File: config.mk
export PLATFORM = sky130hd
export DESIGN_NAME = image_sram_ctrl
export DESIGN_NICKNAME = d
export VERILOG_FILES = /design/src/rtl/cnn_img_pkg.sv /design/src/rtl/image_win_addr_gen.sv /design/src/rtl/image_sram_ctrl.sv
export SDC_FILE = /design/constraint.sdc
export NUM_CORES = 1
export LEC_CHECK = 0
export BUFFER_PORTS_ARGS = -buffer_cell sky130_fd_sc_hd__buf_2
export CAP_MARGIN = 10
export CORE_MARGIN = 2
export CORE_UTILIZATION = 56
export DETAILED_ROUTE_END_ITERATION = 12
export PLACE_DENSITY = 0.86
export SLEW_MARGIN = 5
export SYNTH_ARGS = -nofsm -noshare
export SYNTH_HDL_FRONTEND = slang
export SYNTH_SLANG_ARGS = --single-unit
File: constraint.sdc
create_clock -name clk -period 8.5 [get_ports clk]
set_input_delay 1.7 -clock clk [delete_from_list [all_inputs] [get_ports clk]]
set_output_delay 1.7 -clock clk [all_outputs]
set_load 0.03 [all_outputs]
File: src/rtl/cnn_img_pkg.sv
// Shared constants for the image SRAM sequencer: default geometry and FSM state codes.
package cnn_img_pkg;

    localparam int IMG_W_DEF = 4;
    localparam int IMG_H_DEF = 4;
    localparam int K_DEF     = 3;
    localparam int DW_DEF    = 8;
    localparam int AW_DEF    = 4;

    localparam logic [1:0] ST_IDLE = 2'd0;
    localparam logic [1:0] ST_LOAD = 2'd1;
    localparam logic [1:0] ST_READ = 2'd2;

endpackage

File: src/rtl/image_win_addr_gen.sv
// Window/kernel counters for the readout phase and the resulting SRAM address.
// Order is kc fastest, then kr, then wc, then wr; everything wraps to zero after
// the final pixel of the final window.
module image_win_addr_gen #(
    parameter int IMG_W = 4,
    parameter int IMG_H = 4,
    parameter int K     = 3,
    parameter int AW    = 4
) (
    input  logic          clk,
    input  logic          rst,
    input  logic          clear,
    input  logic          advance,
    output logic [AW-1:0] addr,
    output logic          win_last,
    output logic          img_last
);

    localparam logic [AW-1:0] K_LAST  = AW'(K - 1);
    localparam logic [AW-1:0] WC_LAST = AW'(IMG_W - K);
    localparam logic [AW-1:0] WR_LAST = AW'(IMG_H - K);
    localparam logic [AW-1:0] W_A     = AW'(IMG_W);

    logic [AW-1:0] kc_q, kc_d;
    logic [AW-1:0] kr_q, kr_d;
    logic [AW-1:0] wc_q, wc_d;
    logic [AW-1:0] wr_q, wr_d;
    logic          kc_last_s, kr_last_s, wc_last_s, wr_last_s;

    // Wrap detection and the (row * width + column) address for the current pixel.
    always_comb begin
        kc_last_s = (kc_q == K_LAST);
        kr_last_s = (kr_q == K_LAST);
        wc_last_s = (wc_q == WC_LAST);
        wr_last_s = (wr_q == WR_LAST);
        win_last  = kc_last_s && kr_last_s;
        img_last  = win_last && wc_last_s && wr_last_s;
        addr      = (wr_q + kr_q) * W_A + (wc_q + kc_q);
    end

    // Next-state for the four nested counters; clear wins over advance.
    always_comb begin
        kc_d = kc_q;
        kr_d = kr_q;
        wc_d = wc_q;
        wr_d = wr_q;
        if (clear) begin
            kc_d = '0;
            kr_d = '0;
            wc_d = '0;
            wr_d = '0;
        end else if (advance) begin
            if (!kc_last_s) begin
                kc_d = kc_q + 1'b1;
            end else begin
                kc_d = '0;
                if (!kr_last_s) begin
                    kr_d = kr_q + 1'b1;
                end else begin
                    kr_d = '0;
                    if (!wc_last_s) begin
                        wc_d = wc_q + 1'b1;
                    end else begin
                        wc_d = '0;
                        if (!wr_last_s) begin
                            wr_d = wr_q + 1'b1;
                        end else begin
                            wr_d = '0;
                        end
                    end
                end
            end
        end else begin
            kc_d = kc_q;
        end
    end

    // Counter state registers.
    always_ff @(posedge clk or posedge rst) begin
        if (rst) begin
            kc_q <= '0;
            kr_q <= '0;
            wc_q <= '0;
            wr_q <= '0;
        end else begin
            kc_q <= kc_d;
            kr_q <= kr_d;
            wc_q <= wc_d;
            wr_q <= wr_d;
        end
    end

endmodule

File: src/rtl/image_sram_ctrl.sv
// Image SRAM sequencer: loads one image from a valid/ready stream, then streams
// it back as KxK stride-1 windows. Writes go straight through to the SRAM in the
// accepting cycle; reads are issued only when the output slot is free or being
// drained, so the SRAM's held read data doubles as the output data register.
module image_sram_ctrl
    import cnn_img_pkg::*;
#(
    parameter int IMG_W = IMG_W_DEF,
    parameter int IMG_H = IMG_H_DEF,
    parameter int K     = K_DEF,
    parameter int DW    = DW_DEF,
    parameter int AW    = AW_DEF
) (
    input  logic          clk,
    input  logic          rst,
    input  logic          start,
    input  logic          in_valid,
    input  logic [DW-1:0] in_data,
    output logic          in_ready,
    output logic          out_valid,
    output logic [DW-1:0] out_data,
    input  logic          out_ready,
    output logic          out_last,
    output logic          out_img_last,
    output logic          busy,
    output logic          done,
    output logic          sram_cs,
    output logic          sram_we,
    output logic          sram_rd,
    output logic [AW-1:0] sram_addr,
    output logic [DW-1:0] sram_din,
    input  logic [DW-1:0] sram_q
);

    localparam logic [AW-1:0] LAST_BEAT = AW'(IMG_W * IMG_H - 1);

    logic [1:0]    state_q, state_d;
    logic [AW-1:0] wr_cnt_q, wr_cnt_d;
    logic          rd_left_q, rd_left_d;
    logic          out_valid_q, out_valid_d;
    logic          out_last_q, out_last_d;
    logic          out_img_last_q, out_img_last_d;

    logic          wr_acc_s;
    logic          rd_issue_s;
    logic          out_acc_s;
    logic          gen_clear_s;
    logic [AW-1:0] gen_addr_s;
    logic          gen_win_last_s;
    logic          gen_img_last_s;

    image_win_addr_gen #(
        .IMG_W (IMG_W),
        .IMG_H (IMG_H),
        .K     (K),
        .AW    (AW)
    ) u_addr_gen (
        .clk      (clk),
        .rst      (rst),
        .clear    (gen_clear_s),
        .advance  (rd_issue_s),
        .addr     (gen_addr_s),
        .win_last (gen_win_last_s),
        .img_last (gen_img_last_s)
    );

    // Handshake qualifiers; window counters are held at zero outside readout.
    always_comb begin
        wr_acc_s    = (state_q == ST_LOAD) && in_valid;
        out_acc_s   = out_valid_q && out_ready;
        rd_issue_s  = (state_q == ST_READ) && rd_left_q && (!out_valid_q || out_ready);
        gen_clear_s = (state_q != ST_READ);
    end

    // FSM, write counter and reads-remaining flag.
    always_comb begin
        state_d   = state_q;
        wr_cnt_d  = wr_cnt_q;
        rd_left_d = rd_left_q;
        case (state_q)
            ST_IDLE: begin
                wr_cnt_d  = '0;
                rd_left_d = 1'b0;
                if (start) begin
                    state_d = ST_LOAD;
                end else begin
                    state_d = ST_IDLE;
                end
            end
            ST_LOAD: begin
                if (wr_acc_s) begin
                    if (wr_cnt_q == LAST_BEAT) begin
                        wr_cnt_d  = '0;
                        rd_left_d = 1'b1;
                        state_d   = ST_READ;
                    end else begin
                        wr_cnt_d = wr_cnt_q + 1'b1;
                    end
                end else begin
                    wr_cnt_d = wr_cnt_q;
                end
            end
            ST_READ: begin
                if (rd_issue_s && gen_img_last_s) begin
                    rd_left_d = 1'b0;
                end else begin
                    rd_left_d = rd_left_q;
                end
                if (out_acc_s && out_img_last_q) begin
                    state_d = ST_IDLE;
                end else begin
                    state_d = ST_READ;
                end
            end
            default: begin
                state_d   = ST_IDLE;
                wr_cnt_d  = '0;
                rd_left_d = 1'b0;
            end
        endcase
    end

    // Output slot: filled by an issued read, emptied by an accept with no refill.
    always_comb begin
        out_valid_d    = out_valid_q;
        out_last_d     = out_last_q;
        out_img_last_d = out_img_last_q;
        if (rd_issue_s) begin
            out_valid_d    = 1'b1;
            out_last_d     = gen_win_last_s;
            out_img_last_d = gen_img_last_s;
        end else if (out_acc_s) begin
            out_valid_d    = 1'b0;
            out_last_d     = 1'b0;
            out_img_last_d = 1'b0;
        end else begin
            out_valid_d = out_valid_q;
        end
    end

    // State registers.
    always_ff @(posedge clk or posedge rst) begin
        if (rst) begin
            state_q        <= ST_IDLE;
            wr_cnt_q       <= '0;
            rd_left_q      <= 1'b0;
            out_valid_q    <= 1'b0;
            out_last_q     <= 1'b0;
            out_img_last_q <= 1'b0;
        end else begin
            state_q        <= state_d;
            wr_cnt_q       <= wr_cnt_d;
            rd_left_q      <= rd_left_d;
            out_valid_q    <= out_valid_d;
            out_last_q     <= out_last_d;
            out_img_last_q <= out_img_last_d;
        end
    end

    // SRAM muxing and status outputs.
    always_comb begin
        sram_cs      = wr_acc_s || rd_issue_s;
        sram_we      = wr_acc_s;
        sram_rd      = rd_issue_s;
        sram_din     = in_data;
        if (wr_acc_s) begin
            sram_addr = wr_cnt_q;
        end else if (rd_issue_s) begin
            sram_addr = gen_addr_s;
        end else begin
            sram_addr = '0;
        end
        in_ready     = (state_q == ST_LOAD);
        busy         = (state_q != ST_IDLE);
        out_valid    = out_valid_q;
        out_last     = out_last_q;
        out_img_last = out_img_last_q;
        out_data     = sram_q;
        done         = out_acc_s && out_img_last_q;
    end

endmodule
==> results.ini, run 1 <==
[worst_setup_path]
crit_cells=9
critPathArrivalTime_ps=2910
worstSetupPathType=register to primary output
path_cells=ha_1 > inv_1 > fa_1 > fa_1 > xor2_1 > xnor2_1 > xnor2_1 > a22o_1 > buf_2
worstRegToRegCells=6
crit_buf_inv=2
endpoint_kind=primary output
cp-start-kind=register
slowest_delay_ps=470
worst-path-max-fanout=6
crit_slowest_cell=dfrtp_1
required_ps=6800
critPathTopFamily=adder cells

[routing]
antenna_left=0
drc_errors=0
drtIter0Drc=51
via_count=1261
detail_route.wirelength_um=3200
post_drt_via_cell_ratio=5.63
wl_per_cell_um=14.3
drt_first_pass_iters=4

[clock_tree]
cts.path.max_buffers=2
clkTransAtPathRegs_ps=150
cts_made_buffers=3
hold_buffers=0
cts_resized=0
cts_tree=yes
cts_sinks=26
cts_setup_buffers=0
clkLatencyLatePin_ps=320
root_buffer=clkbuf_4
htreeDepth=1

[sta]
setup_violations=0
finalCritPeriodShare_pct=54.2
tightest_slew_ps=995
fin_hold_ws_ps=522
skew_ps=6.75
tns_ps=0
drv_slew=0
max_slew_margin_pct=33.6
max_freq_mhz=217
fin_crit_ps=4610
finalHoldViolCount=0
rsz0062_at_grt=no

[global_route]
antenna_found_initial=0
grt_pass1_wl_um=5440
grt_overflow=0
grt.total_usage_pct=20.4
first_global_vias=1185
grt_max_degree=27

[power]
ir_worst_vdd_mv=0.0907
p_leak_nw=0.786
power_density_mw_per_mm2=155

[min_path]
hold_depth=1
min_path_type=register to register

[floorplanning]
num_io_pins=50
rows=20
dieArea_mm2=0.00356
die_x_um=59.7
fp.dieH_um=59.7
start_util_pct=57.7
core_area_mm2=0.00300

[placed_design]
portBuffers=17
gp_congestion=0.852
placed_area_mm2=0.00173
dpl.cell_count=220
hpwlAfterDp_um=2310

[finish]
nets=228
fillCellCount=247
final_cells=224
layout_common_cells=dfrtp_1 (26), nand2_1 (24), buf_2 (17), inv_1 (15), a21oi_1 (14)
layout_commonest_cell=dfrtp_1
fin_area_mm2=0.00177
drive_gt1_share_pct=13.6
n_antenna_cell=0
area_growth_syn_to_layout_pct=2.02

[yosys]
yosysSeqAreaShare_pct=37.5
postSynthAreaPerCell_um2=9.22
synth_cells=188
synth_async_sr_flop_share_pct=100
synth-main-ff-cell=dfrtp_1
syn_area_mm2=0.00173
synth_nets=224
synth_edf_count=0
yosysWarnings=0
ys_types=34
ys_ff_latch=26

[run]
maxCapViolCount=0

[status]
status=complete, no violations

## per-layer routing
layer | vias to the layer above | track usage [%] | wire, µm
met5 | - | 0 | 0
met4 | 0 | 6.67 | 24
met3 | 2 | 4.33 | 95
met2 | 26 | 30.9 | 1450
met1 | 584 | 29.1 | 1630
li1 | 649 | - | -
## cell usage after synthesis, types with 2 or more instances
master | n | area, µm²
nor2_1 | 4 | 15.0
nand2b_1 | 3 | 18.8
nand2_1 | 24 | 90.1
o21ai_0 | 11 | 55.1
inv_1 | 15 | 56.3
dfrtp_1 | 26 | 651
clkbuf_1 | 2 | 7.51
or3_1 | 6 | 37.5
ha_1 | 13 | 163
a21oi_1 | 14 | 70.1
o31ai_1 | 6 | 45.0
o211ai_1 | 4 | 30.0
nand3_1 | 8 | 40.0
buf_4 | 16 | 120
xor2_1 | 4 | 35.0
and2_1 | 2 | 12.5
xnor2_1 | 4 | 35.0
or4_1 | 5 | 37.5
a22o_1 | 4 | 35.0
and3_1 | 2 | 12.5
fa_1 | 2 | 40.0
## path summary, 6_finish.rpt
kind / from / endpoint / slack, ps
max: u_addr_gen.wr_q[0] / sram_addr[3] / 3890
min: state_q[1] / state_q[0] / 520
max reg2reg: u_addr_gen.kc_q[0] / u_addr_gen.wr_q[3] / 6340
min reg2reg: state_q[1] / state_q[0] / 520
max in group asynchronous: rst / u_addr_gen.wr_q[1] / 6320
min in group asynchronous: rst / out_valid / 1580
## sequential cells by signal, indices dropped and copies added (netlist names)
register         cells
out_last             1
u_addr_gen.wc_q      4
wr_cnt_q             4
state_q              2
u_addr_gen.wr_q      4
rd_left_q            1
u_addr_gen.kr_q      4
out_img_last         1
out_valid            1
u_addr_gen.kc_q      4
## cell families (layout without fill, tap and decap cells)
group / after synthesis / after routing / synth area share [%]
XOR/XNOR: 8 / 8 / 4.04
flip-flops: 26 / 26 / 37.5
buffers and inverters: 33 / 36 / 10.6
adder cells (fa/ha/maj): 15 / 15 / 11.7
AND/OR/NAND/NOR: 64 / 64 / 21.1
AO/OA/AOI/OAI: 42 / 42 / 15.0
## power by group
| group | switching, W | leakage, nW | internal (W) |
|---|---|---|---|
| logic | 0.0000387 | 0.413 | 0.0000231 |
| registers | 0.0000146 | 0.351 | 0.000134 |
| clock network | 0.0000372 | 0.0210 | 0.0000262 |
| total | 0.0000905 | 0.786 | 0.000184 |
## final cells by class
class                      count  area (µm²)  area share [%]
multi-input combinational    129         900            50.8
inverter                      15        56.3            3.18
timing repair buffer          17        85.1            4.81
sequential                    26         651            36.8
tap                           33        41.3            2.33
clock buffer                   4        36.3            2.05
## metrics by stage
| stage | power (W) | utilization [%] | setup WS (ps) |
|---|---|---|---|
| after floorplan | 0.000210 | - | 4010 |
| after global placement | 0.000213 | 57.7 | 4000 |
| after detailed placement | 0.000213 | 57.7 | 3970 |
| after CTS | 0.000274 | 58.9 | 3880 |
| after global routing | 0.000292 | 58.9 | 3690 |
| final | 0.000274 | 58.9 | 3890 |
## worst register-to-register path, stage by stage, from the launching register on
cell	delay (ps)
dfrtp_1	480
inv_1	90
ha_1	140
nor3b_4	340
nand4_4	290
or4_1	570
a21oi_1	170
(Power assumes the default switching activity.)
==> run 2, diff against run 1 <==
--- a/config.mk
+++ b/config.mk
@@ -8,9 +8,9 @@
 export BUFFER_PORTS_ARGS = -buffer_cell sky130_fd_sc_hd__buf_2
 export CAP_MARGIN = 10
 export CORE_MARGIN = 2
-export CORE_UTILIZATION = 56
+export CORE_UTILIZATION = 47
 export DETAILED_ROUTE_END_ITERATION = 12
-export PLACE_DENSITY = 0.86
+export PLACE_DENSITY = 0.77
 export SLEW_MARGIN = 5
 export SYNTH_ARGS = -nofsm -noshare
 export SYNTH_HDL_FRONTEND = slang
==> constraint.sdc (replaced) <==
create_clock -name clk -period 3.74 [get_ports clk]
set_input_delay 0.748 -clock clk [delete_from_list [all_inputs] [get_ports clk]]
set_output_delay 0.748 -clock clk [all_outputs]
set_load 0.03 [all_outputs]
==> results.ini, run 2 (same netlist as run 1, synthesis figures left out) <==
[status]
status=complete, no violations  ; unchanged

[routing]
dr_wl_met3_um=94  ; was 95 µm
antenna_left=0  ; unchanged
drc_errors=0  ; unchanged
drt_first_pass_iters=4  ; unchanged
drtIter0Drc=71  ; was 51
wl_met1_um=1530  ; was 1630 µm
met2_length_um=1550  ; was 1450 µm
via_count=1287  ; was 1,261
wl_per_cell_um=13.4  ; was 14.3 µm
topRoutingLayerUsed=met4  ; unchanged
post_drt_via_cell_ratio=5.38  ; was 5.63
detail_route.wirelength_um=3200  ; about the same

[power]
p_leak_nw=0.793  ; was 0.786 nW
power_density_mw_per_mm2=367  ; was 155 mW/mm²
ir_worst_vdd_mv=0.126  ; was 0.0907 mV
p_total_w=0.000663  ; was 0.000274 W

[finish]
area_growth_syn_to_layout_pct=4.18  ; was 2.02%
layout_common_cells=dfrtp_1 (26), nand2_1 (24), buf_2 (17), inv_1 (15), a21oi_1 (14)  ; unchanged
layout_commonest_cell=dfrtp_1  ; unchanged
nets=228  ; unchanged
fillCellCount=353  ; was 247
n_antenna_cell=0  ; unchanged
drive_gt1_share_pct=13.6  ; unchanged

[global_route]
antenna_found_initial=0  ; unchanged
grt_pass1_wl_um=5510  ; was 5440 µm
grt_max_degree=27  ; unchanged
grt.total_usage_pct=16.5  ; was 20.4%
first_global_vias=1210  ; was 1,185
grt_overflow=0  ; unchanged

[worst_setup_path]
critPathArrivalTime_ps=2740  ; was 2910 ps
endpoint_kind=primary output  ; unchanged
rr_startpoint=u_addr_gen.kc_q[0]  ; unchanged
required_ps=2990  ; was 6800 ps
rr_endpoint=u_addr_gen.wr_q[1]  ; was u_addr_gen.wr_q[3]
cp-start-kind=register  ; unchanged
worstRegToRegCells=6  ; unchanged
worstSetupPathType=register to primary output  ; unchanged
rrSetupSlack_ps=1630  ; was 6340 ps
worst-path-max-fanout=6  ; unchanged

[min_path]
min_to=state_q[0]  ; unchanged
hold_depth=1  ; unchanged
hp-start=state_q[1]  ; unchanged
min_path_type=register to register  ; unchanged

[sta]
finalHoldViolCount=0  ; unchanged
tns_ps=0  ; unchanged
finalCritPeriodShare_pct=93.4
fin_crit_ps=3490
rsz0062_at_grt=no  ; unchanged
setup_violations=0  ; unchanged
max_freq_mhz=286
max_slew_margin_pct=33.1  ; was 33.6%
drv_slew=0  ; unchanged
skew_ps=3.92  ; was 6.75 ps
tightest_slew_ps=1000  ; was 995 ps

[placed_design]
hpwlAfterDp_um=2360  ; was 2310 µm
gp_congestion=0.788  ; was 0.852
portBuffers=17  ; unchanged

[clock_tree]
cts_made_buffers=3  ; unchanged
cts_resized=0  ; unchanged
clkLatencyLatePin_ps=270  ; was 320 ps
htreeDepth=1  ; unchanged
clkTransAtPathRegs_ps=90  ; was 150 ps
cts_setup_buffers=0  ; unchanged
root_buffer=clkbuf_8  ; was clkbuf_4
hold_buffers=0  ; unchanged
cts_tree=yes  ; unchanged
cts.path.max_buffers=2  ; unchanged
cts_sinks=26  ; unchanged

[floorplanning]
core_area_mm2=0.00361  ; was 0.00300 mm²
die_x_um=64.7  ; was 59.7 µm
start_util_pct=48.1  ; was 57.7%
num_io_pins=50  ; unchanged
fp.dieH_um=64.7  ; was 59.7 µm
dieArea_mm2=0.00419  ; was 0.00356 mm²
rows=22  ; was 20

[run]
maxCapViolCount=0  ; unchanged

-- run 2: metal layers --
layer	up-vias	track usage (%)
li1	647	-
met1	618	20.1
met2	18	29.8
met3	4	3.30
met4	0	3.72
met5	-	0
-- run 2: critical path, stage by stage (launching register included) --
cell and delay (ps):
dfrtp_1 440, ha_1 310, inv_1 70, fa_1 430
fa_1 440, xor2_1 160, xnor2_1 180, xnor2_1 130
a22o_1 130, buf_2 180
-- run 2: layout make-up --
type                    count  area (µm²)  share of cell area [%]
inverters                  15        56.3                    3.12
repair buffers             17        85.1                    4.71
flip-flops and latches     26         651                    36.0
multi-input cells         129         900                    49.8
well taps                  48        60.1                    3.32
clock buffers               4        55.1                    3.05
-- run 2: worst max-delay path by stage --
stage | end | slack, ps | cells after the start | from
after global placement | sram_addr[3] | 540 | 9 | u_addr_gen.wr_q[0]
final | sram_addr[3] | 250 | 9 | u_addr_gen.wr_q[0]
after floorplan | sram_addr[3] | 600 | 8 | u_addr_gen.wr_q[0]
after global routing | sram_addr[3] | 100 | 9 | u_addr_gen.wr_q[0]
after CTS | sram_addr[3] | 220 | 9 | u_addr_gen.wr_q[0]
after detailed placement | sram_addr[3] | 540 | 9 | u_addr_gen.wr_q[0]
-- run 2: power by group --
part | switching [W] | internal [W] | leakage, nW
sequential | 0.0000363 | 0.000305 | 0.351
combinational | 0.0000860 | 0.0000525 | 0.413
clock | 0.0000885 | 0.0000940 | 0.0288
total | 0.000211 | 0.000452 | 0.793
-- run 2: stage by stage --
| stage | setup slack [ps] | instance area, µm² | instances | utilization [%] | hold slack [ps] |
|---|---|---|---|---|---|
| after global placement | 536 | 1750 | 235 | 48.6 | 497 |
| after floorplan | 603 | 1730 | 188 | - | 456 |
| final | 248 | 1810 | 239 | 50.1 | 519 |
| after CTS | 224 | 1810 | 239 | 50.1 | 511 |
| after detailed placement | 539 | 1750 | 235 | 48.6 | 499 |
| after global routing | 102 | 1810 | 239 | 50.1 | 566 |
==> run 3, diff against run 2 <==
--- a/config.mk
+++ b/config.mk
@@ -7,10 +7,9 @@
 export LEC_CHECK = 0
 export BUFFER_PORTS_ARGS = -buffer_cell sky130_fd_sc_hd__buf_2
 export CAP_MARGIN = 10
-export CORE_MARGIN = 2
 export CORE_UTILIZATION = 47
 export DETAILED_ROUTE_END_ITERATION = 12
-export PLACE_DENSITY = 0.77
+export PLACE_DENSITY = 0.75
 export SLEW_MARGIN = 5
 export SYNTH_ARGS = -nofsm -noshare
 export SYNTH_HDL_FRONTEND = slang
==> results.ini, run 3 (same netlist as run 1, synthesis figures left out) <==
[status]
status=complete, no violations  ; unchanged

[worst_setup_path]
required_ps=2990  ; about the same
worst-path-max-fanout=6  ; unchanged
crit_start=u_addr_gen.wr_q[0]  ; unchanged
endpoint_kind=primary output  ; unchanged
rr_endpoint=u_addr_gen.wr_q[3]  ; was u_addr_gen.wr_q[1]
rrSetupSlack_ps=1560  ; was 1630 ps
critPathArrivalTime_ps=2770  ; was 2740 ps
endpoint=sram_addr[3]  ; unchanged
rr_startpoint=u_addr_gen.kc_q[0]  ; unchanged
cp-start-kind=register  ; unchanged
worstSetupPathType=register to primary output  ; unchanged
worstRegToRegCells=6  ; unchanged

[floorplanning]
fp.dieH_um=62.7  ; was 64.7 µm
start_util_pct=50.4  ; was 48.1%
dieArea_mm2=0.00394  ; was 0.00419 mm²
rows=21  ; was 22
die_x_um=62.7  ; was 64.7 µm
core_area_mm2=0.00344  ; was 0.00361 mm²
num_io_pins=50  ; unchanged

[sta]
rsz0062_at_grt=no  ; unchanged
tns_ps=0  ; unchanged
setup_violations=0  ; unchanged
max_freq_mhz=284  ; was 286 MHz
fin_hold_ws_ps=517  ; was 519 ps
skew_ps=5.84  ; was 3.92 ps
finalHoldViolCount=0  ; unchanged
tightest_slew_ps=996  ; was 1000 ps
fin_ws_ps=223  ; was 248 ps
finalCritPeriodShare_pct=94.0  ; was 93.4%
fin_crit_ps=3520  ; was 3490 ps
max_slew_margin_pct=33.5  ; was 33.1%
drv_slew=0  ; unchanged

[global_route]
antenna_found_initial=0  ; unchanged
grt_pass1_wl_um=5750  ; was 5510 µm
grt.total_usage_pct=18.7  ; was 16.5%
grt_overflow=0  ; unchanged
grt_max_degree=27  ; unchanged
first_global_vias=1238  ; was 1,210

[routing]
drtIter0Drc=60  ; was 71
detail_route.wirelength_um=3340  ; was 3200 µm
drt_first_pass_iters=4  ; unchanged
drc_errors=0  ; unchanged
post_drt_via_cell_ratio=5.54  ; was 5.38
antenna_left=0  ; unchanged
wl_per_cell_um=14.1  ; was 13.4 µm
via_count=1313  ; was 1,287

[power]
ir_worst_vdd_mv=0.326  ; was 0.126 mV
power_density_mw_per_mm2=390  ; was 367 mW/mm²
p_total_w=0.000710  ; was 0.000663 W
p_leak_nw=0.800  ; was 0.793 nW

[clock_tree]
root_buffer=clkbuf_8  ; unchanged
cts_resized=0  ; unchanged
cts_sinks=26  ; unchanged
clkLatencyLatePin_ps=270  ; about the same
clkTransAtPathRegs_ps=90  ; about the same
cts.path.max_buffers=2  ; unchanged
cts_setup_buffers=0  ; unchanged
htreeDepth=1  ; unchanged
cts_made_buffers=3  ; unchanged
hold_buffers=0  ; unchanged
cts_tree=yes  ; unchanged

[min_path]
min_path_type=register to register  ; unchanged

[placed_design]
gp_congestion=0.794  ; was 0.788
portBuffers=17  ; unchanged
hpwlAfterDp_um=2460  ; was 2360 µm
dp_slack_ps=506  ; was 539 ps

[finish]
fillCellCount=324  ; was 353
area_growth_syn_to_layout_pct=4.98  ; was 4.18%
layout_commonest_cell=dfrtp_1  ; unchanged
nets=228  ; unchanged
layout_common_cells=dfrtp_1 (26), nand2_1 (24), buf_2 (17), inv_1 (15), a21oi_1 (14)  ; unchanged
n_antenna_cell=0  ; unchanged
drive_gt1_share_pct=13.6  ; unchanged

[run]
maxCapViolCount=0  ; unchanged

-- run 3: worst min path at each step --
stage | slack, ps | startpoint | cells past startpoint | endpoint
floorplan | 460 | state_q[1] | 1 | state_q[0]
global placement | 510 | state_q[1] | 1 | state_q[0]
detailed placement | 500 | state_q[1] | 1 | state_q[0]
CTS | 510 | state_q[1] | 1 | state_q[0]
global route | 550 | state_q[1] | 1 | state_q[0]
finish | 520 | state_q[1] | 1 | state_q[0]
-- run 3: worst max-delay path, cell delays in order, from the launching register on --
cell and delay [ps]:
dfrtp_1 450, ha_1 310, inv_1 70, fa_1 430, fa_1 440, xor2_1 160, xnor2_1 200, xnor2_1 140
a22o_1 130, buf_2 190
-- run 3: cell type report --
cell class / count / area (µm²) / area share, %
Multi-Input combinational cell: 129 / 900 / 49.4
Sequential cell: 26 / 651 / 35.7
Timing Repair Buffer: 17 / 85.1 / 4.67
Tap cell: 46 / 57.6 / 3.16
Inverter: 15 / 56.3 / 3.09
Clock buffer: 3 / 41.3 / 2.27
Clock inverter: 1 / 30.0 / 1.65
-- run 3: power breakdown --
| group | total [W] | switching (W) | internal (W) |
|---|---|---|---|
| combinational | 0.000139 | 0.0000866 | 0.0000522 |
| sequential | 0.000340 | 0.0000341 | 0.000306 |
| clock | 0.000232 | 0.0000888 | 0.000143 |
| total | 0.000710 | 0.000209 | 0.000501 |
-- run 3: metrics by stage --
| step | utilization [%] | std cells | instance area, µm² |
|---|---|---|---|
| global placement | 50.8 | 233 | 1750 |
| CTS | 52.9 | 237 | 1820 |
| global route | 52.9 | 237 | 1820 |
| finish | 52.9 | 237 | 1820 |
| detailed placement | 50.8 | 233 | 1750 |
| floorplan | - | 188 | 1730 |
-- run 3: metal layers --
metal	part of all wire (%)	vias up	global-route usage, %
met2	45	33	28.8
met4	1.1	0	6.10
met1	48	622	25.0
li1	-	652	-
met5	0	-	0
met3	6.3	6	5.47
